File: config.mk
export PLATFORM = sky130hd
export DESIGN_NAME = uart_rx_core
export DESIGN_NICKNAME = d
export VERILOG_FILES = /design/src/rtl/uart_pkg.sv /design/src/rtl/uart_baud_tick.sv /design/src/rtl/uart_rx_core.sv
export SDC_FILE = /design/constraint.sdc
export NUM_CORES = 1
export LEC_CHECK = 0
export CORE_UTILIZATION = 56
export DETAILED_ROUTE_END_ITERATION = 10
export PLACE_DENSITY = 0.77
export SLEW_MARGIN = 20
export SYNTH_ARGS = -nofsm -noshare
export SYNTH_HDL_FRONTEND = slang
export SYNTH_SLANG_ARGS = --single-unit
File: constraint.sdc
create_clock -name clk -period 1.7 [get_ports clk]
set_input_delay 0.34 -clock clk [delete_from_list [all_inputs] [get_ports clk]]
set_output_delay 0.34 -clock clk [all_outputs]
set_load 0.03 [all_outputs]
File: src/rtl/uart_pkg.sv
`default_nettype none
// ============================================================================
//  Module   : uart_pkg
//  Purpose  : Shared constants, state encoding and helpers for the UART
//             receiver and its companion blocks.
//  Revision : 1.0  initial release
// ============================================================================
package uart_pkg;

    // Frame geometry
    localparam int c_DATA_BITS = 8;

    // Receiver state encoding
    typedef logic [2:0] state_t;
    localparam state_t c_IDLE      = 3'd0;
    localparam state_t c_START     = 3'd1;
    localparam state_t c_DATA      = 3'd2;
    localparam state_t c_STOP      = 3'd3;
    localparam state_t c_WAIT_IDLE = 3'd4;

    // Clocks per oversampling tick, integer-truncated
    function automatic int tick_div(input int sys_clk, input int baud, input int division);
        return sys_clk / (baud * division);
    endfunction

    // Values at the default 50 MHz / 115200 baud / x16 operating point
    localparam int c_DIVISION_DEF = 16;
    localparam int c_TICK_DIV     = tick_div(50000000, 115200, c_DIVISION_DEF);
    localparam int c_SAMPLE_LO    = c_DIVISION_DEF / 2 - 1;
    localparam int c_SAMPLE_MID   = c_DIVISION_DEF / 2;
    localparam int c_SAMPLE_HI    = c_DIVISION_DEF / 2 + 1;

endpackage
`default_nettype wire

File: src/rtl/uart_baud_tick.sv
`default_nettype none
// ============================================================================
//  Module   : uart_baud_tick
//  Purpose  : Clear-able oversampling tick generator; one-clk tick every
//             SYS_CLK/(BAUD_RATE*DIVISION) clocks. Shared by RX and TX.
//  Revision : 1.0  initial release
// ============================================================================
module uart_baud_tick
    import uart_pkg::*;
#(
    parameter int SYS_CLK   = 50000000,
    parameter int BAUD_RATE = 115200,
    parameter int DIVISION  = 16
)(
    input  logic clk,
    input  logic rst_n,
    input  logic i_clear,
    output logic o_tick
);

    localparam int c_DIV   = tick_div(SYS_CLK, BAUD_RATE, DIVISION);
    localparam int c_CNT_W = (c_DIV > 1) ? $clog2(c_DIV) : 1;
    localparam logic [c_CNT_W-1:0] c_LAST = c_CNT_W'(c_DIV - 1);

    logic [c_CNT_W-1:0] r_cnt;

    // Free-running divider, held at zero while cleared so ticks align to release
    always_ff @(posedge clk) begin
        if (!rst_n || i_clear) begin
            r_cnt <= '0;
        end else if (r_cnt == c_LAST) begin
            r_cnt <= '0;
        end else begin
            r_cnt <= r_cnt + 1'b1;
        end
    end

    assign o_tick = !i_clear && (r_cnt == c_LAST);

endmodule
`default_nettype wire

File: src/rtl/uart_rx_core.sv
`default_nettype none
// ============================================================================
//  Module   : uart_rx_core
//  Purpose  : 8N1 UART receiver, DIVISION-times oversampled, 3-sample
//             majority vote per bit, complete / framing-error strobes.
//  Revision : 1.0  initial release
// ============================================================================
module uart_rx_core
    import uart_pkg::*;
#(
    parameter int SYS_CLK   = 50000000,
    parameter int BAUD_RATE = 115200,
    parameter int DIVISION  = 16
)(
    input  logic                   clk,
    input  logic                   rst_n,
    input  logic                   i_rx_d,
    output logic [c_DATA_BITS-1:0] o_rx_d,
    output logic                   o_rx_complete,
    output logic                   o_rx_error
);

    localparam int c_S_W   = $clog2(DIVISION);
    localparam int c_BIT_W = $clog2(c_DATA_BITS);
    localparam logic [c_S_W-1:0]   c_S_LO     = c_S_W'(DIVISION / 2 - 1);
    localparam logic [c_S_W-1:0]   c_S_MID    = c_S_W'(DIVISION / 2);
    localparam logic [c_S_W-1:0]   c_S_HI     = c_S_W'(DIVISION / 2 + 1);
    localparam logic [c_S_W-1:0]   c_S_DECIDE = c_S_W'(DIVISION / 2 + 2);
    localparam logic [c_S_W-1:0]   c_S_LAST   = c_S_W'(DIVISION - 1);
    localparam logic [c_BIT_W-1:0] c_LAST_BIT = c_BIT_W'(c_DATA_BITS - 1);

    logic                   r_sync1, r_sync2;
    logic                   w_rx_s;
    state_t                 r_state, w_state_nxt;
    logic [c_S_W-1:0]       r_s;
    logic [c_BIT_W-1:0]     r_bit_idx;
    logic [2:0]             r_samp;
    logic [c_DATA_BITS-1:0] r_shift;
    logic [c_DATA_BITS-1:0] r_rx_d;
    logic                   r_complete, r_error;
    logic                   w_tick, w_vote, w_shift_en, w_complete, w_error;

    assign w_rx_s = r_sync2;
    assign w_vote = (r_samp[0] & r_samp[1]) | (r_samp[0] & r_samp[2]) | (r_samp[1] & r_samp[2]);

    uart_baud_tick #(
        .SYS_CLK   (SYS_CLK),
        .BAUD_RATE (BAUD_RATE),
        .DIVISION  (DIVISION)
    ) u_tick (
        .clk     (clk),
        .rst_n   (rst_n),
        .i_clear (r_state == c_IDLE),
        .o_tick  (w_tick)
    );

    // Two-flop synchronizer for the asynchronous serial line, idling high
    always_ff @(posedge clk) begin
        if (!rst_n) begin
            r_sync1 <= 1'b1;
            r_sync2 <= 1'b1;
        end else begin
            r_sync1 <= i_rx_d;
            r_sync2 <= r_sync1;
        end
    end

    // State register
    always_ff @(posedge clk) begin
        if (!rst_n) begin
            r_state <= c_IDLE;
        end else begin
            r_state <= w_state_nxt;
        end
    end

    // Next-state and strobe decode; votes are read on the tick after the third sample
    always_comb begin
        w_state_nxt = r_state;
        w_shift_en  = 1'b0;
        w_complete  = 1'b0;
        w_error     = 1'b0;
        case (r_state)
            c_IDLE: begin
                if (!w_rx_s) w_state_nxt = c_START;
            end
            c_START: begin
                if (w_tick && r_s == c_S_DECIDE && w_vote) begin
                    w_state_nxt = c_IDLE;
                end else if (w_tick && r_s == c_S_LAST) begin
                    w_state_nxt = c_DATA;
                end
            end
            c_DATA: begin
                if (w_tick && r_s == c_S_LAST) begin
                    w_shift_en = 1'b1;
                    if (r_bit_idx == c_LAST_BIT) w_state_nxt = c_STOP;
                end
            end
            c_STOP: begin
                if (w_tick && r_s == c_S_DECIDE) begin
                    if (w_vote) begin
                        w_complete  = 1'b1;
                        w_state_nxt = c_IDLE;
                    end else begin
                        w_error     = 1'b1;
                        w_state_nxt = c_WAIT_IDLE;
                    end
                end
            end
            c_WAIT_IDLE: begin
                if (w_rx_s) w_state_nxt = c_IDLE;
            end
            default: w_state_nxt = c_IDLE;
        endcase
    end

    // Sample counter within a bit, restarted from zero in IDLE
    always_ff @(posedge clk) begin
        if (!rst_n || r_state == c_IDLE) begin
            r_s <= '0;
        end else if (w_tick) begin
            r_s <= (r_s == c_S_LAST) ? '0 : r_s + 1'b1;
        end
    end

    // Capture the three mid-bit samples for the majority vote
    always_ff @(posedge clk) begin
        if (!rst_n) begin
            r_samp <= '0;
        end else if (w_tick) begin
            if (r_s == c_S_LO)  r_samp[0] <= w_rx_s;
            if (r_s == c_S_MID) r_samp[1] <= w_rx_s;
            if (r_s == c_S_HI)  r_samp[2] <= w_rx_s;
        end
    end

    // Data bit index and LSB-first shift register
    always_ff @(posedge clk) begin
        if (!rst_n) begin
            r_bit_idx <= '0;
            r_shift   <= '0;
        end else begin
            if (r_state != c_DATA) begin
                r_bit_idx <= '0;
            end else if (w_shift_en) begin
                r_bit_idx <= r_bit_idx + 1'b1;
            end
            if (w_shift_en) r_shift <= {w_vote, r_shift[c_DATA_BITS-1:1]};
        end
    end

    // Registered outputs; data register only loads on a good stop bit
    always_ff @(posedge clk) begin
        if (!rst_n) begin
            r_rx_d     <= '0;
            r_complete <= 1'b0;
            r_error    <= 1'b0;
        end else begin
            r_complete <= w_complete;
            r_error    <= w_error;
            if (w_complete) r_rx_d <= r_shift;
        end
    end

    assign o_rx_d        = r_rx_d;
    assign o_rx_complete = r_complete;
    assign o_rx_error    = r_error;

endmodule
`default_nettype wire

Word level (Yosys, flattened, before mapping)
Index checks and enable logic that the tools add are counted.
Cells by class
  add/subtract/negate cells: 3
  multiplexer cells: 16
  equal/unequal tests: 18
  bitwise gates (word level): 6
  reductions and logical operators: 15
Operators with widths (number)
  3-bit two-way mux: 8
  4-bit == test, second input constant: 4
  3-bit case mux with 5 select lines: 1
  2-bit inequality test, second input constant: 5
  3-bit by 2-bit == test with 1-bit output, second input constant: 2
  3-bit == test, second input constant: 2
  1-bit two-way mux: 6
  2-bit AND reduction: 3
  6-bit AND reduction: 1
  5-bit by 1-bit adder with 5-bit output, second input constant: 1
  5-bit == test, second input constant: 1
  4-bit by 1-bit adder with 4-bit output, second input constant: 1
  4-bit by 3-bit == test with 1-bit output, second input constant: 1
  1-bit logical AND: 4
  4-bit two-way mux: 1
  2-bit OR reduction: 2
  3-bit by 1-bit adder with 3-bit output, second input constant: 1
  1-bit AND: 3
  3-bit by 1-bit == test with 1-bit output, second input constant: 1
  3-bit zero test: 1
  3-bit by 2-bit inequality test with 1-bit output, second input constant: 1
  3-bit inequality test, second input constant: 1
  3-bit AND reduction: 1
  1-bit zero test: 2
  3 further kinds: 4
Storage, ports and cells
  bits in registers: 38
  bits of input ports: 3
  output and inout bits: 10
  logic and storage cells: 71

Logic depth before layout (Yosys ltp)
Gate-level depths: netlist (run 1).
  word-level depth: 7
  gate-level depth with buffers: 8
  depth with buffers taken out: 6

Hierarchy
A second synthesis (run 1) with hierarchy kept.
Unflattened totals
  cells, all modules: 172
  area, all modules: 1664.1 um^2
By module, submodules not included
  uart_rx_core: sequential area each 660.6 um^2, cells an instance 151, area an instance 1456.4 um^2, times used 1
  uart_baud_tick: sequential area each 100.1 um^2, cells an instance 21, area an instance 207.7 um^2, times used 1

Worst setup path before layout (run 1)
Ideal clock, no wire load.
  path kind: flip-flop to flip-flop
  from: register u_tick.r_cnt[0]
  to: register r_state[0]
  setup slack: 0.193 ns
  buffers on the path: 2
  cell stages (with the launch flop): 9
  library setup time: 0.072 ns
  clock period less this slack: 1.507 ns
  arrival time: 1.436 ns
  required time: 1.628 ns
  path through: dfxtp_1 inv_1 ha_1 and4b_1 buf_6 and2_4 buf_6 o22ai_2 mux2i_1
Between the ends
  cells in the longest elaborated chain, start to end: 6
  elaborated cells between the ends (all ways): 11
  those cells by class: eq/ne (4); mux (2); reduce/logical (5)
RTL lines
  from (decl): line uart_baud_tick.sv:25  | logic [c_CNT_W-1:0] r_cnt;
  from (signal assigned): line uart_baud_tick.sv:34  | r_cnt <= r_cnt + 1'b1;
  5-bit == test (*): line uart_baud_tick.sv:38  | assign o_tick = !i_clear && (r_cnt == c_LAST);
  1-bit logical AND (*): line uart_baud_tick.sv:38
  1-bit logical AND: line uart_rx_core.sv:88, uart_rx_core.sv:101
  1-bit logical AND: line uart_rx_core.sv:88  | if (w_tick && r_s == c_S_DECIDE && w_vote) begin
  3-bit inequality test (no source line) / 3-bit two-way mux (equally long branches)
  6-bit AND reduction (no source line) / 3-bit case mux with 5 select lines (equally long branches)
  to (signal assigned): line uart_rx_core.sv:71  | r_state <= c_IDLE;
  to (signal assigned): line uart_rx_core.sv:73  | r_state <= w_state_nxt;
  to (decl): line uart_rx_core.sv:34  | state_t r_state, w_state_nxt;
Mark *: on every way between the ends. The rest lies on a longest branch, timed or not.
A chain may end at the register's enable or synchronous reset.

Final worst setup path (run 1)
  from: register u_tick.r_cnt[0]
  to: register r_shift[4]
Between the ends
  cells in the longest elaborated chain, start to end: 5
RTL lines
  5-bit == test: line uart_baud_tick.sv:38
  1-bit logical AND: line uart_baud_tick.sv:38
  1-bit logical AND: line uart_rx_core.sv:95  | if (w_tick && r_s == c_S_LAST) begin
  1-bit two-way mux: line uart_rx_core.sv:95
  1-bit two-way mux: line uart_rx_core.sv:83  | case (r_state)
  to (signal assigned): line uart_rx_core.sv:149  | if (w_shift_en) r_shift <= {w_vote, r_shift[c_DATA_BITS-1:1]};
  to (decl): line uart_rx_core.sv:38  | logic [c_DATA_BITS-1:0] r_shift;
No other way between the ends.

==> flow_metrics.env, run 1 <==
export IMPL_fin_worst_hold_slack_ps=419.1
export IMPL_netSwitchingFraction_pct=22.65
export IMPL_power_density_nw_per_um2=722.3
export IMPL_timing_critical_path_cells="inv_1, ha_1, and4b_2, nand3_2, buf_4, mux2i_1, nor2_1"
export IMPL_detailroute_via_count=1243
export IMPL_nets_finish=205
export IMPL_violated_checks="DRC"
export IMPL_die_area_um2=3251
export IMPL_synth_area_top_cells="sky130_fd_sc_hd__dfxtp_1 (45%), sky130_fd_sc_hd__mux2i_1 (8.3%), sky130_fd_sc_hd__ha_1 (5.9%)"
export IMPL_synth_distinct_cells=38
export IMPL_path_class="register to register"
export IMPL_die_wd_um=57.02
export IMPL_clock_tree_from_tritoncts="done"
export IMPL_critical_path_top_delay_family="simple AND/OR/NAND/NOR gates"
export IMPL_antenna_cells_inserted=0
export IMPL_p_total_mw=1.364
export IMPL_synth_enable_flop_cells=0
export IMPL_setup_repair_after_global_routing_missed_its_margin="true"
export IMPL_yosys_most_used_dff="sky130_fd_sc_hd__dfxtp_1"
export IMPL_initial_utilization_pct=60.44
export IMPL_number_of_vias_per_cell_after_detailed_routing=5.524
export IMPL_final_hold_violation_count=0
export IMPL_ios=13
export IMPL_placed_instance_count=218
export IMPL_critPathRequiredTime_ps=1940
export IMPL_cts_root_to_sink_buffers=2
export IMPL_combPwrFrac_pct=2.4
export IMPL_dr_first_iter_drc_count=43
export IMPL_largest_net_degree_at_the_start_of_global_routing=24
export IMPL_critical_path_startpoint_type="register"
export IMPL_track_usage_pct=21.80
export IMPL_worst_path_buf_inv=2
export IMPL_yosys_area_top_type_share_pct=44.87
export IMPL_sinks_on_clock_net=38
export IMPL_drt_antenna_violating_nets=0
export IMPL_placementRows=19
export IMPL_clock_power_share_pct=31.8
export IMPL_core_region_area_um2=2805
export IMPL_slew_limit_headroom_pct=74.03
export IMPL_htree_levels=2
export IMPL_layout_common_cells="sky130_fd_sc_hd__dfxtp_1 (37), sky130_fd_sc_hd__nor2_1 (24), sky130_fd_sc_hd__nand2_1 (19), sky130_fd_sc_hd__mux2i_1 (14), sky130_fd_sc_hd__nand3_1 (14)"
export IMPL_synth_seq_cells=38
export IMPL_drv_max_cap_violation_count=0
export IMPL_postCtsSetupBuffers=0
export IMPL_clock_root_buffer="sky130_fd_sc_hd__clkbuf_4"
export IMPL_tightest_slew_ps=389.1
export IMPL_clock_pin_slew_of_the_registers_on_the_worst_case_setup_and_hold_paths_ps=110
export IMPL_grt_pass1_vias=1265
export IMPL_grt_first_pass_wirelength_um=5423
export IMPL_path_max_fanout=10
export IMPL_status="complete, but fails checks"
export IMPL_routed_wire_length_per_instance_um=13.47
export IMPL_post_synth_inst_count=178
export IMPL_max_vdd_ir_drop_uv=653.0
export IMPL_layout_cells_non_filler=225
export IMPL_tritoncts_num_buffers=5
export IMPL_power_static_leakage_nw=0.8306
export IMPL_critical_path_slowest_cell="sky130_fd_sc_hd__dfxtp_1"
export IMPL_clock_insertion_delay_at_the_later_pin_of_the_skew_report_ps=350
export IMPL_period_minus_ws_final_ps=1611
export IMPL_worst_setup_path_end_kind="register"
export IMPL_drt_total_wl_um=3030
export IMPL_async_reset_ff_share_pct=0
export IMPL_route_detailed_drc=2
export IMPL_drv_slew=0
export IMPL_synthesis_nets=189
export IMPL_post_cts_hold_fix_bufs=0
export IMPL_min_delay_path_class="register to register"
export IMPL_synth_largest_area_cell="sky130_fd_sc_hd__dfxtp_1"
export IMPL_report_final_setup_viol=0
export IMPL_dieHeight_um=57.02
export IMPL_post_synth_cell_area_avg_um2=9.525
export IMPL_gr_total_overflow=0
export IMPL_place_port_buffers=12
export IMPL_layout_drive_gt1_share_pct=13.40
export IMPL_data_arrival_time_of_the_critical_path_ps=1850
export IMPL_globalplace_congestion=0.7837
export IMPL_layout_cells_most_common="sky130_fd_sc_hd__dfxtp_1"
export IMPL_flow_area_growth_from_synthesis_pct=11.37
export IMPL_ys_seq_area_share_pct=44.87
export IMPL_worst_clock_skew_ps=8.904
export IMPL_post_synth_instance_area_um2=1695
export IMPL_dpl_hpwl_um=2274
export IMPL_post_route_clock_period_utilization_pct=94.74
export IMPL_critPathMaxStageDelay_ps=390
export IMPL_fmax_mhz=620.9
export IMPL_yosys_warnings=0
export IMPL_internal_power_mw=1.055
export IMPL_drt_pass1_iterations=7
export IMPL_total_switching_power_mw=0.3089
export IMPL_p_seq_share_pct=65.8
export IMPL_antenna_found_initial=0
-- kinds of logic (layout without fill, tap and decap cells) --
logic type,count (synthesis),after routing,share of synthesized area [%]
fa+ha+maj,9,9,6.568
compound gates,15,15,5.388
mux,14,14,8.265
simple gates,84,84,28.05
flops,38,38,44.87
xor+xnor,6,6,3.100
buf+inv,12,28,3.763
-- cell type report --
cell class / count / area (um^2)
clock buffer: 5 / 37.54
clock inverter: 2 / 10.01
fill: 228 / 917.1
inverter: 4 / 15.01
multi-input combinational: 128 / 872.1
sequential: 38 / 762.0
tap: 31 / 38.79
timing repair buffer: 17 / 152.6
-- path summary, 6_finish.rpt --
check                        from          to  slack (ps)  depth (start not counted)
setup / recovery  u_tick.r_cnt[0]  r_shift[4]          90                          7
hold / removal            r_sync1     r_sync2         420                          1
setup reg to reg  u_tick.r_cnt[0]  r_shift[4]          90                          7
hold reg to reg           r_sync1     r_sync2         420                          1
-- cell usage after synthesis (all sizes together), types with 2 or more instances --
library cell	n
nor3	2
xor2	3
mux2i	14
ha	8
and2	2
nor2b	2
nand2	19
nor3b	2
nand2b	4
or3	3
nor2	24
a21oi	3
buf	5
nand4	2
dfxtp	38
and3b	2
nor4	2
clkbuf	3
o21ai	8
nand3	15
xnor2	3
inv	4
-- per-stage QoR --
stage	setup TNS, ps	utilization (%)	setup WS [ps]	cell area [um^2]
after floorplan	0	-	192.6	1695
after global placement	0	65.70	91.97	1843
after detailed placement	0	65.70	28.29	1843
after CTS	0	67.04	6.646	1881
after global routing	-15.57	67.31	-15.57	1888
final	0	67.31	89.46	1888
-- state kept, by name (all words and copies together) (netlist names) --
signal         flops
o_rx_complete      1
o_rx_d             8
o_rx_error         1
r_bit_idx          3
r_s                4
r_samp             3
r_shift            8
r_state            3
r_sync1            1
r_sync2            1
u_tick.r_cnt       5
-- power by group through the flow --
stage / logic [mW] / clock network [mW] / registers [mW]
finish: 0.0330 / 0.434 / 0.897
global route: 0.0365 / 0.488 / 0.898
CTS: 0.0329 / 0.440 / 0.897
detailed placement: 0.0328 / 0 / 0.917
global placement: 0.0323 / 0 / 0.917
floorplan: 0.0223 / 0 / 0.915
-- worst register-to-register path: stages, from the launching register on --
cell,delay (ps)
sky130_fd_sc_hd__dfxtp_1,390
sky130_fd_sc_hd__inv_1,60
sky130_fd_sc_hd__ha_1,200
sky130_fd_sc_hd__and4b_2,320
sky130_fd_sc_hd__nand3_2,90
sky130_fd_sc_hd__buf_4,180
sky130_fd_sc_hd__mux2i_1,210
sky130_fd_sc_hd__nor2_1,60
-- per-layer routing --
layer,GRT usage (%),up-vias,wire length (um)
met5,0,-,0
met3,7.937,6,103
li1,-,638,-
met1,26.97,583,1418
met4,9.408,0,47
met2,34.29,16,1461
-- what timing repair did --
item | in CTS | in global routing
endpoints found under the setup margin | 8 | 23
pin swaps | 0 | 0
resized for setup | 8 | 4
Power figures use the tool's default switching activity.
==> inputs of run 2 (changes only) <==
Settings changed: CORE_UTILIZATION 56 to 40, PLACE_DENSITY 0.77 to unset, SYNTH_HIERARCHICAL set to 1.
==> flow_metrics.env, run 2 <==
export IMPL_layout_drive_gt1_share_pct=19.70
export IMPL_fin_worst_hold_slack_ps=407.4
export IMPL_design_area_um2=2063
export IMPL_final_hold_violation_count=0
export IMPL_timing_critical_path_cells="inv_2, ha_4, nand4b_1, nor2_2, and4b_2, nand4b_1, buf_6, mux2i_1, nor2_1"
export IMPL_holdPathEnd="r_sync2"
export IMPL_most_common_cell_type_on_the_critical_path="sky130_fd_sc_hd__nand4b_1"
export IMPL_dieHeight_um=66.50
export IMPL_antenna_cells_inserted=0
export IMPL_fmax_mhz=576.9
export IMPL_drt_pass1_iterations=4
export IMPL_max_vdd_ir_drop_uv=553.7
export IMPL_critPathRequiredTime_ps=1880
export IMPL_dpl_cell_area_um2=1909
export IMPL_gr_total_overflow=0
export IMPL_total_area_of_multi_input_combinational_cells_um2=862.1
export IMPL_post_route_clock_period_utilization_pct=102.0
export IMPL_tightest_slew_ps=316.9
export IMPL_largest_net_degree_at_the_start_of_global_routing=18
export IMPL_drt_antenna_violating_nets=0
export IMPL_dpl_hpwl_um=2349
export IMPL_grt_first_pass_wirelength_um=5513
export IMPL_report_final_setup_viol=6
export IMPL_grtUsageMet2_pct=29.08
export IMPL_synth_area_top_cells="sky130_fd_sc_hd__dfxtp_1 (46%), sky130_fd_sc_hd__mux2i_1 (11%), sky130_fd_sc_hd__nor2_1 (7.2%)"
export IMPL_internal_power_mw=1.393
export IMPL_placementRows=23
export IMPL_track_usage_pct=16.88
export IMPL_synth_seq_cells=38
export IMPL_initial_utilization_pct=41.60
export IMPL_synthesis_nets=183
export IMPL_post_place_ws_ps=-69.51
export IMPL_ff2ff_path_depth=9
export IMPL_violated_checks="setup timing"
export IMPL_ys_seq_area_share_pct=45.71
export IMPL_tritoncts_num_buffers=5
export IMPL_synth_most_common_cell="sky130_fd_sc_hd__dfxtp_1"
export IMPL_global_route_usage_met1_pct=18.51
export IMPL_place_port_buffers=12
export IMPL_launch_instance_of_the_worst_min_delay_path="r_sync1"
export IMPL_fill_cells=365
export IMPL_grt_pass1_vias=1280
export IMPL_critical_path_startpoint_type="register"
export IMPL_reg2reg_from="u_tick/r_cnt[0]"
export IMPL_clock_tree_from_tritoncts="done"
export IMPL_drv_slew=0
export IMPL_htree_levels=2
export IMPL_grt_met3_usage_pct=4.795
export IMPL_timing_hold_worst_path_depth=1
export IMPL_status="complete, but fails checks"
export IMPL_worst_setup_path_end_kind="register"
export IMPL_post_cts_hold_fix_bufs=0
export IMPL_detailroute_via_count=1278
export IMPL_slew_limit_headroom_pct=78.80
export IMPL_globalRoute_busiestLayer="met2"
export IMPL_clock_insertion_delay_at_the_later_pin_of_the_skew_report_ps=290
export IMPL_dr_first_iter_drc_count=24
export IMPL_min_delay_path_class="register to register"
export IMPL_setup_repair_after_global_routing_missed_its_margin="true"
export IMPL_critical_path_top_delay_family="simple AND/OR/NAND/NOR gates"
export IMPL_power_density_nw_per_um2=838.1
export IMPL_critPathMaxStageDelay_ps=330
export IMPL_nets_finish=209
export IMPL_clock_pin_slew_of_the_registers_on_the_worst_case_setup_and_hold_paths_ps=70
export IMPL_layout_area_seq_um2=763.2
export IMPL_number_of_vias_per_cell_after_detailed_routing=5.153
export IMPL_p_seq_share_pct=52.1
export IMPL_synth_enable_flop_cells=0
export IMPL_globalplace_congestion=0.8140
export IMPL_worst_r2r_setup_slack_ps=-30
export IMPL_post_synth_cell_area_avg_um2=9.675
export IMPL_netSwitchingFraction_pct=19.43
export IMPL_drv_max_cap_violation_count=0
export IMPL_die_wd_um=66.50
export IMPL_critical_path_slowest_cell="sky130_fd_sc_hd__dfxtp_2"
export IMPL_layout_common_cells="sky130_fd_sc_hd__dfxtp_1 (36), sky130_fd_sc_hd__nor2_1 (31), sky130_fd_sc_hd__mux2i_1 (18), sky130_fd_sc_hd__buf_4 (15)"
export IMPL_worst_path_buf_inv=2
export IMPL_clock_power_share_pct=44.2
export IMPL_yosys_area_top_type_share_pct=45.71
export IMPL_flow_area_growth_from_synthesis_pct=23.99
export IMPL_post_synth_instance_area_um2=1664
export IMPL_ios=13
export IMPL_antenna_found_initial=0
export IMPL_placed_instance_count=240
export IMPL_power_static_leakage_nw=0.8943
export IMPL_worst_clock_skew_ps=6.583
export IMPL_data_arrival_time_of_the_critical_path_ps=1910
export IMPL_async_reset_ff_share_pct=0
export IMPL_combPwrFrac_pct=3.7
export IMPL_routed_wire_length_per_instance_um=12.86
export IMPL_yosys_warnings=6
export IMPL_yosys_most_used_dff="sky130_fd_sc_hd__dfxtp_1"
export IMPL_core_region_area_um2=4000
export IMPL_fin_util_pct=51.58
export IMPL_ranking_of_synthesized_cells_by_instance_count="sky130_fd_sc_hd__dfxtp_1 (38), sky130_fd_sc_hd__nor2_1 (32), sky130_fd_sc_hd__mux2i_1 (18), sky130_fd_sc_hd__nand2_1 (12), sky130_fd_sc_hd__ha_1 (8)"
export IMPL_post_synth_inst_count=172
export IMPL_path_class="register to register"
export IMPL_route_detailed_drc=0
export IMPL_layout_cells_most_common="sky130_fd_sc_hd__dfxtp_1"
export IMPL_synth_distinct_cells=37
export IMPL_sinks_on_clock_net=38
export IMPL_period_minus_ws_final_ps=1733
export IMPL_worst_slack_ps=-33.37
export IMPL_clock_root_buffer="sky130_fd_sc_hd__clkbuf_8"
export IMPL_drt_total_wl_um=3190
export IMPL_die_area_um2=4422
export IMPL_layout_cells_non_filler=248
export IMPL_cts_root_to_sink_buffers=2
export IMPL_path_max_fanout=9
export IMPL_r2r_end="o_rx_d[1]"
export IMPL_synth_largest_area_cell="sky130_fd_sc_hd__dfxtp_1"
export IMPL_total_switching_power_mw=0.3359
[run 2: cell types whose count changed after synthesis, moves of 4 or more]
| cell | previous run | this run |
|---|---|---|
| sky130_fd_sc_hd__nand3_1 | 14 | 7 |
| sky130_fd_sc_hd__nand2_1 | 19 | 12 |
| sky130_fd_sc_hd__nor2_1 | 24 | 32 |
| sky130_fd_sc_hd__mux2i_1 | 14 | 18 |
| sky130_fd_sc_hd__o21ai_1 | 8 | 0 |
| sky130_fd_sc_hd__nor3_1 | 1 | 5 |
[run 2: power by group through the flow]
stage          clock (mW)  combinational (mW)  sequential [mW]
2_1_floorplan           0              0.0405            0.919
3_3_place_gp            0              0.0599            0.920
3_5_place_dp            0              0.0613            0.921
4_1_cts             0.782              0.0622            0.900
5_1_grt             0.810              0.0712            0.901
6_report            0.764              0.0642            0.901
[run 2: worst max path at each step]
stage / start / end / slack [ps] / cells past startpoint
after floorplan: u_tick/r_cnt[0] / o_rx_d[0] / 4 / 10
after global placement: u_tick/r_cnt[0] / o_rx_d[2] / -5 / 9
after detailed placement: u_tick/r_cnt[0] / o_rx_d[1] / -70 / 9
after CTS: u_tick/r_cnt[0] / o_rx_d[1] / -20 / 9
after global routing: u_tick/r_cnt[0] / o_rx_d[1] / -160 / 9
final: u_tick/r_cnt[0] / o_rx_d[1] / -30 / 9
[run 2: cell families after synthesis]
kind of cell,count (synthesis),synth area share (%)
flip-flops,38,45.71
multiplexers,18,10.83
adder cells (fa/ha/maj),9,6.692
buffers and inverters,14,4.511
XOR/XNOR,7,3.684
AND/OR/NAND/NOR,74,23.01
AO/OA/AOI/OAI,12,5.564
[run 2: area by class of cell]
type                            instances  area share, %
Clock buffer                            6          4.002
Clock inverter                          1          1.455
Inverter                                5         0.9096
Multi-Input combinational cell        120          41.78
Sequential cell                        38          36.99
Tap cell                               50          3.032
Timing Repair Buffer                   28          11.83
[run 2: repair_timing]
item | 4_1_cts | 5_1_grt
pin swaps | 0 | 9
endpoints found under the setup margin | 13 | 18
gates resized for setup | 2 | 8
buffers inserted | 1 | 0
[run 2: metrics by stage]
step | power, mW | setup TNS (ps)
floorplan | 0.9598 | 0
global placement | 0.9801 | -8.355
detailed placement | 0.9820 | -441.7
CTS | 1.744 | -24.16
global route | 1.783 | -1844
finish | 1.729 | -47.32
[run 2: per-layer routing]
metal / share of wire [%] / vias to the layer above
met3: 2.9 / 8
met4: 3.2 / 0
met1: 45 / 617
li1: - / 635
met5: 0 / -
met2: 49 / 18
==> inputs of run 3 (changes only) <==
Settings changed: CORE_UTILIZATION 40 to 55, PLACE_DENSITY set to 0.76.
==> flow_metrics.env, run 3 (synthesis results as in run 2) <==
export IMPL_power_density_nw_per_um2=711.3
export IMPL_r2r_end="r_shift[5]"
export IMPL_fin_worst_hold_slack_ps=415.9
export IMPL_place_port_buffers=12
export IMPL_data_arrival_time_of_the_critical_path_ps=2000
export IMPL_ios=13
export IMPL_gr_total_overflow=0
export IMPL_critPathRequiredTime_ps=1940
export IMPL_clock_tree_from_tritoncts="done"
export IMPL_worst_slack_ps=-59.33
export IMPL_placementRows=19
export IMPL_cts_root_to_sink_buffers=2
export IMPL_worst_setup_path_end_kind="register"
export IMPL_clock_pin_slew_of_the_registers_on_the_worst_case_setup_and_hold_paths_ps=110
export IMPL_final_hold_violation_count=0
export IMPL_number_of_vias_per_cell_after_detailed_routing=5.573
export IMPL_dieHeight_um=57.01
export IMPL_dpl_hpwl_um=2231
export IMPL_path_max_fanout=8
export IMPL_post_route_clock_period_utilization_pct=103.5
export IMPL_die_area_um2=3250
export IMPL_antenna_cells_inserted=0
export IMPL_routed_wire_length_per_instance_um=14.35
export IMPL_layout_common_cells="sky130_fd_sc_hd__dfxtp_1 (37), sky130_fd_sc_hd__nor2_1 (31), sky130_fd_sc_hd__mux2i_1 (18), sky130_fd_sc_hd__buf_4 (17), sky130_fd_sc_hd__nand2_1 (10)"
export IMPL_core_region_area_um2=2805
export IMPL_clock_insertion_delay_at_the_later_pin_of_the_skew_report_ps=340
export IMPL_drt_pass1_iterations=4
export IMPL_detailroute_via_count=1304
export IMPL_total_switching_power_mw=0.3354
export IMPL_tightest_slew_ps=355.7
export IMPL_violated_checks="setup timing"
export IMPL_clock_power_share_pct=33.6
export IMPL_netSwitchingFraction_pct=22.94
export IMPL_track_usage_pct=21.73
export IMPL_reg2reg_from="u_tick/r_cnt[0]"
export IMPL_worst_clock_skew_ps=11.61
export IMPL_grt_first_pass_wirelength_um=5423
export IMPL_setup_repair_after_global_routing_missed_its_margin="true"
export IMPL_route_detailed_drc=0
export IMPL_p_total_mw=1.462
export IMPL_layout_cells_most_common="sky130_fd_sc_hd__dfxtp_1"
export IMPL_dr_first_iter_drc_count=61
export IMPL_drv_slew=0
export IMPL_grt_pass1_vias=1277
export IMPL_slew_limit_headroom_pct=76.20
export IMPL_post_place_ws_ps=-113.9
export IMPL_internal_power_mw=1.127
export IMPL_htree_levels=2
export IMPL_worstSetupStartpoint="u_tick/r_cnt[0]"
export IMPL_globalplace_congestion=0.8691
export IMPL_worst_r2r_setup_slack_ps=-60
export IMPL_tritoncts_num_buffers=5
export IMPL_launch_instance_of_the_worst_min_delay_path="r_sync1"
export IMPL_drt_antenna_violating_nets=0
export IMPL_min_delay_path_class="register to register"
export IMPL_antenna_found_initial=0
export IMPL_layout_drive_gt1_share_pct=24.63
export IMPL_fin_util_pct=73.28
export IMPL_largest_net_degree_at_the_start_of_global_routing=13
export IMPL_path_class="register to register"
export IMPL_crit_end="r_shift[5]"
export IMPL_critical_path_startpoint_type="register"
export IMPL_power_static_leakage_nw=0.9985
export IMPL_flow_area_growth_from_synthesis_pct=23.53
export IMPL_report_final_setup_viol=15
export IMPL_fmax_mhz=568.4
export IMPL_combPwrFrac_pct=4.8
export IMPL_max_vdd_ir_drop_uv=519.1
export IMPL_nets_finish=213
export IMPL_p_seq_share_pct=61.6
export IMPL_status="complete, but fails checks"
export IMPL_drv_max_cap_violation_count=0
export IMPL_die_wd_um=57.01
export IMPL_initial_utilization_pct=59.32
export IMPL_drt_total_wl_um=3357
export IMPL_clock_root_buffer="sky130_fd_sc_hd__clkbuf_4"
export IMPL_ff2ff_path_depth=9
export IMPL_sinks_on_clock_net=38
export IMPL_period_minus_ws_final_ps=1759
## run 3: stage by stage
stage / area [um^2] / instances / TNS (ps)
after global placement: 1886 / 221 / 0
final: 2056 / 234 / -556.1
after detailed placement: 1886 / 221 / -638.2
after CTS: 1974 / 232 / -26.35
after floorplan: 1670 / 172 / 0
after global routing: 2056 / 234 / -2695
## run 3: area by class of cell
type	instances	area [um^2]
Timing Repair Buffer	32	276.5
Clock inverter	2	12.51
Clock buffer	6	51.30
Inverter	5	18.77
Tap cell	31	38.79
Fill cell	229	749.5
Multi-Input combinational cell	120	895.9
Sequential cell	38	762.0
## run 3: worst min path at each step
stage,end,cells after the start
4_1_cts,r_sync2,1
3_5_place_dp,r_sync2,1
3_3_place_gp,r_sync2,1
2_1_floorplan,r_sync2,1
5_1_grt,r_sync2,1
6_report,r_sync2,1
## run 3: repair_timing
item	4_1_cts	5_1_grt
endpoints found under the setup margin	26	25
hold buffers	0	0
pin swaps	0	11
buffers inserted	3	2
resized for setup	11	18
## run 3: critical path: stages, from the launching register on
cell	delay (ps)
sky130_fd_sc_hd__dfxtp_2	340
sky130_fd_sc_hd__inv_2	50
sky130_fd_sc_hd__ha_2	150
sky130_fd_sc_hd__nand4b_1	130
sky130_fd_sc_hd__nor2_2	170
sky130_fd_sc_hd__buf_4	140
sky130_fd_sc_hd__and4_4	260
sky130_fd_sc_hd__nand3_4	180
sky130_fd_sc_hd__mux2i_1	200
sky130_fd_sc_hd__nor2_1	50
## run 3: power by group through the flow
stage          Clock, mW  Sequential, mW  Combinational [mW]
2_1_floorplan          0           0.919              0.0405
3_3_place_gp           0           0.920              0.0613
3_5_place_dp           0           0.920              0.0626
4_1_cts            0.512           0.900              0.0641
5_1_grt            0.553           0.903              0.0767
6_report           0.491           0.901              0.0695
## run 3: metal layers
metal,vias to the layer above,GRT usage [%],share of wire (%)
met2,24,37.48,53
met5,-,0,0
met3,4,7.029,4.7
met4,0,8.014,0.57
met1,629,25.22,42
li1,647,-,-
==> RTL edit (config.mk and constraints of run 2) <==
Put one more register stage on the output `o_rx_error`, cleared by the reset. The value now appears one clock later. The other outputs are not delayed to match.
--- a/src/rtl/uart_rx_core.sv
+++ b/src/rtl/uart_rx_core.sv
@@ -166,5 +166,11 @@
     assign o_rx_d        = r_rx_d;
     assign o_rx_complete = r_complete;
-    assign o_rx_error    = r_error;
+    always_ff @(posedge clk) begin
+        if (!rst_n) begin
+            o_rx_error <= '0;
+        end else begin
+            o_rx_error <= r_error;
+        end
+    end
 
 endmodule
Behaviour: same outputs for any inputs over 10 cycles, from zero or initial values and one cycle with rst_n low; that may be too few to reach the edited logic, so the function may still have changed.
==> RTL edit against run 2 <==
The flow still finishes with violations (negative setup slack); power fell by 5.6%; wire length is 0.72% lower; setup slack gained 30 ps; final area is 1.3% higher; sequential cell count grew 1; synthesized area up 1.6%; non-clock buffer count shrank 1; sequential power up 2.6%; count of clock-buffer cells in the layout down 1; clock skew fell by 1.1 ps.
==> RTL edit: results (changes against run 2) <==
Synthesis
  – Register area share after synthesis: 46.2% (+0.47 points)
  – Synth top area cells: dfxtp_1, mux2i_1, nor2_1
  – Post-synthesis area per instance: 9.71 um^2 (+0.41%)
  – Synth Net Count: 185 (+1.1%)

Global route
  – GRT met1 Usage: 18.6% (+0.054 points)
  – First-pass GRT wire length: 5140 um (-6.8%)
  – Total track usage: 15.9% (-1.0 points)
  – Largest net degree at the start of global routing: 21 (+3)
  – Met2 usage in global routing: 24.6% (-4.5 points)

Status
  – Failing checks: negative setup slack
  – Status: finished with violations

Clock tree
  – CTS resizes: 1 (-1)
  – Post-CTS Setup Repair Bufs: 0 (-1)

Route
  – Drt total wl: 3170 um (-0.72%)
  – Starting DRT DRC Count: 53 (+120%)
  – Drt wl/cell: 12.7 um (-1.5%)
  – Vias: 1264 (-1.1%)

Placement
  – GP Congestion: 0.749 (-8.0%)
  – Area of placed instances: 1930 um^2 (+0.98%)
  – DPL Wire Length: 2270 um (-3.3%)

Setup path
  – CP arrival: 1890 ps (-20 ps)

Final layout
  – Layout cell share with drive strength beyond 1: 20.5% (+0.80 points)

Pwr
  – P_sw: 390 uW (+16%)
  – Power Combinational: 70.5 uW (+9.8%)

STA
  – Setup TNS Final: -3.77 ps (+43.5 ps)
  – # setup viols final: 1 (-5)
  – Setup ws final: -3.77 ps (+29.6 ps)
  – Clk_skew: 5.51 ps (-1.08 ps)
  – Relative slew margins: 76.8% (-2.0 points)
==> RTL edit: cells by family (layout without fill, tap and decap cells) <==
logic type | count (synthesis) | in the layout | synth area share (%)
compound gates | 12 | 12 | 5.48
xor+xnor | 7 | 7 | 3.63
fa+ha+maj | 9 | 9 | 6.59
buf+inv | 14 | 40 | 4.44
flops | 39 | 39 | 46.2
mux | 18 | 18 | 10.7
simple gates | 75 | 75 | 23.0
==> RTL edit: layer usage <==
metal | wire [um] | up-vias | share of wire [%]
met5 | 0 | - | 0
met4 | 40 | 0 | 1.3
met3 | 111 | 4 | 3.5
met2 | 1570 | 15 | 49
met1 | 1450 | 599 | 46
li1 | - | 646 | -
==> RTL edit: area by class of cell <==
| type | count | area, um^2 |
|---|---|---|
| tap | 50 | 62.6 |
| clock inverter | 3 | 25.0 |
| sequential | 39 | 783 |
| clock buffer | 5 | 68.8 |
| timing repair buffer | 27 | 241 |
| multi-input combinational | 121 | 890 |
| inverter | 5 | 18.8 |
| fill | 364 | 1940 |
==> RTL edit: worst paths after layout <==
check	slack, ps	start	endpoint
hold reg to reg	410	r_sync1$_SDFF_PN1_	r_sync2$_SDFF_PN1_
setup reg to reg	-4	u_tick/r_cnt[0]$_SDFF_PP0_	o_rx_d[1]$_SDFFE_PN0P_
hold / removal	410	r_sync1$_SDFF_PN1_	r_sync2$_SDFF_PN1_
setup / recovery	-4	u_tick/r_cnt[0]$_SDFF_PP0_	o_rx_d[1]$_SDFFE_PN0P_
==> RTL edit: worst max-delay path: cells and delay by family (launching register included) <==
family	cells	cell delay [ps]
simple gates	5	760
flops	1	330
buf+inv	2	230
mux	1	150
fa+ha+maj	1	120
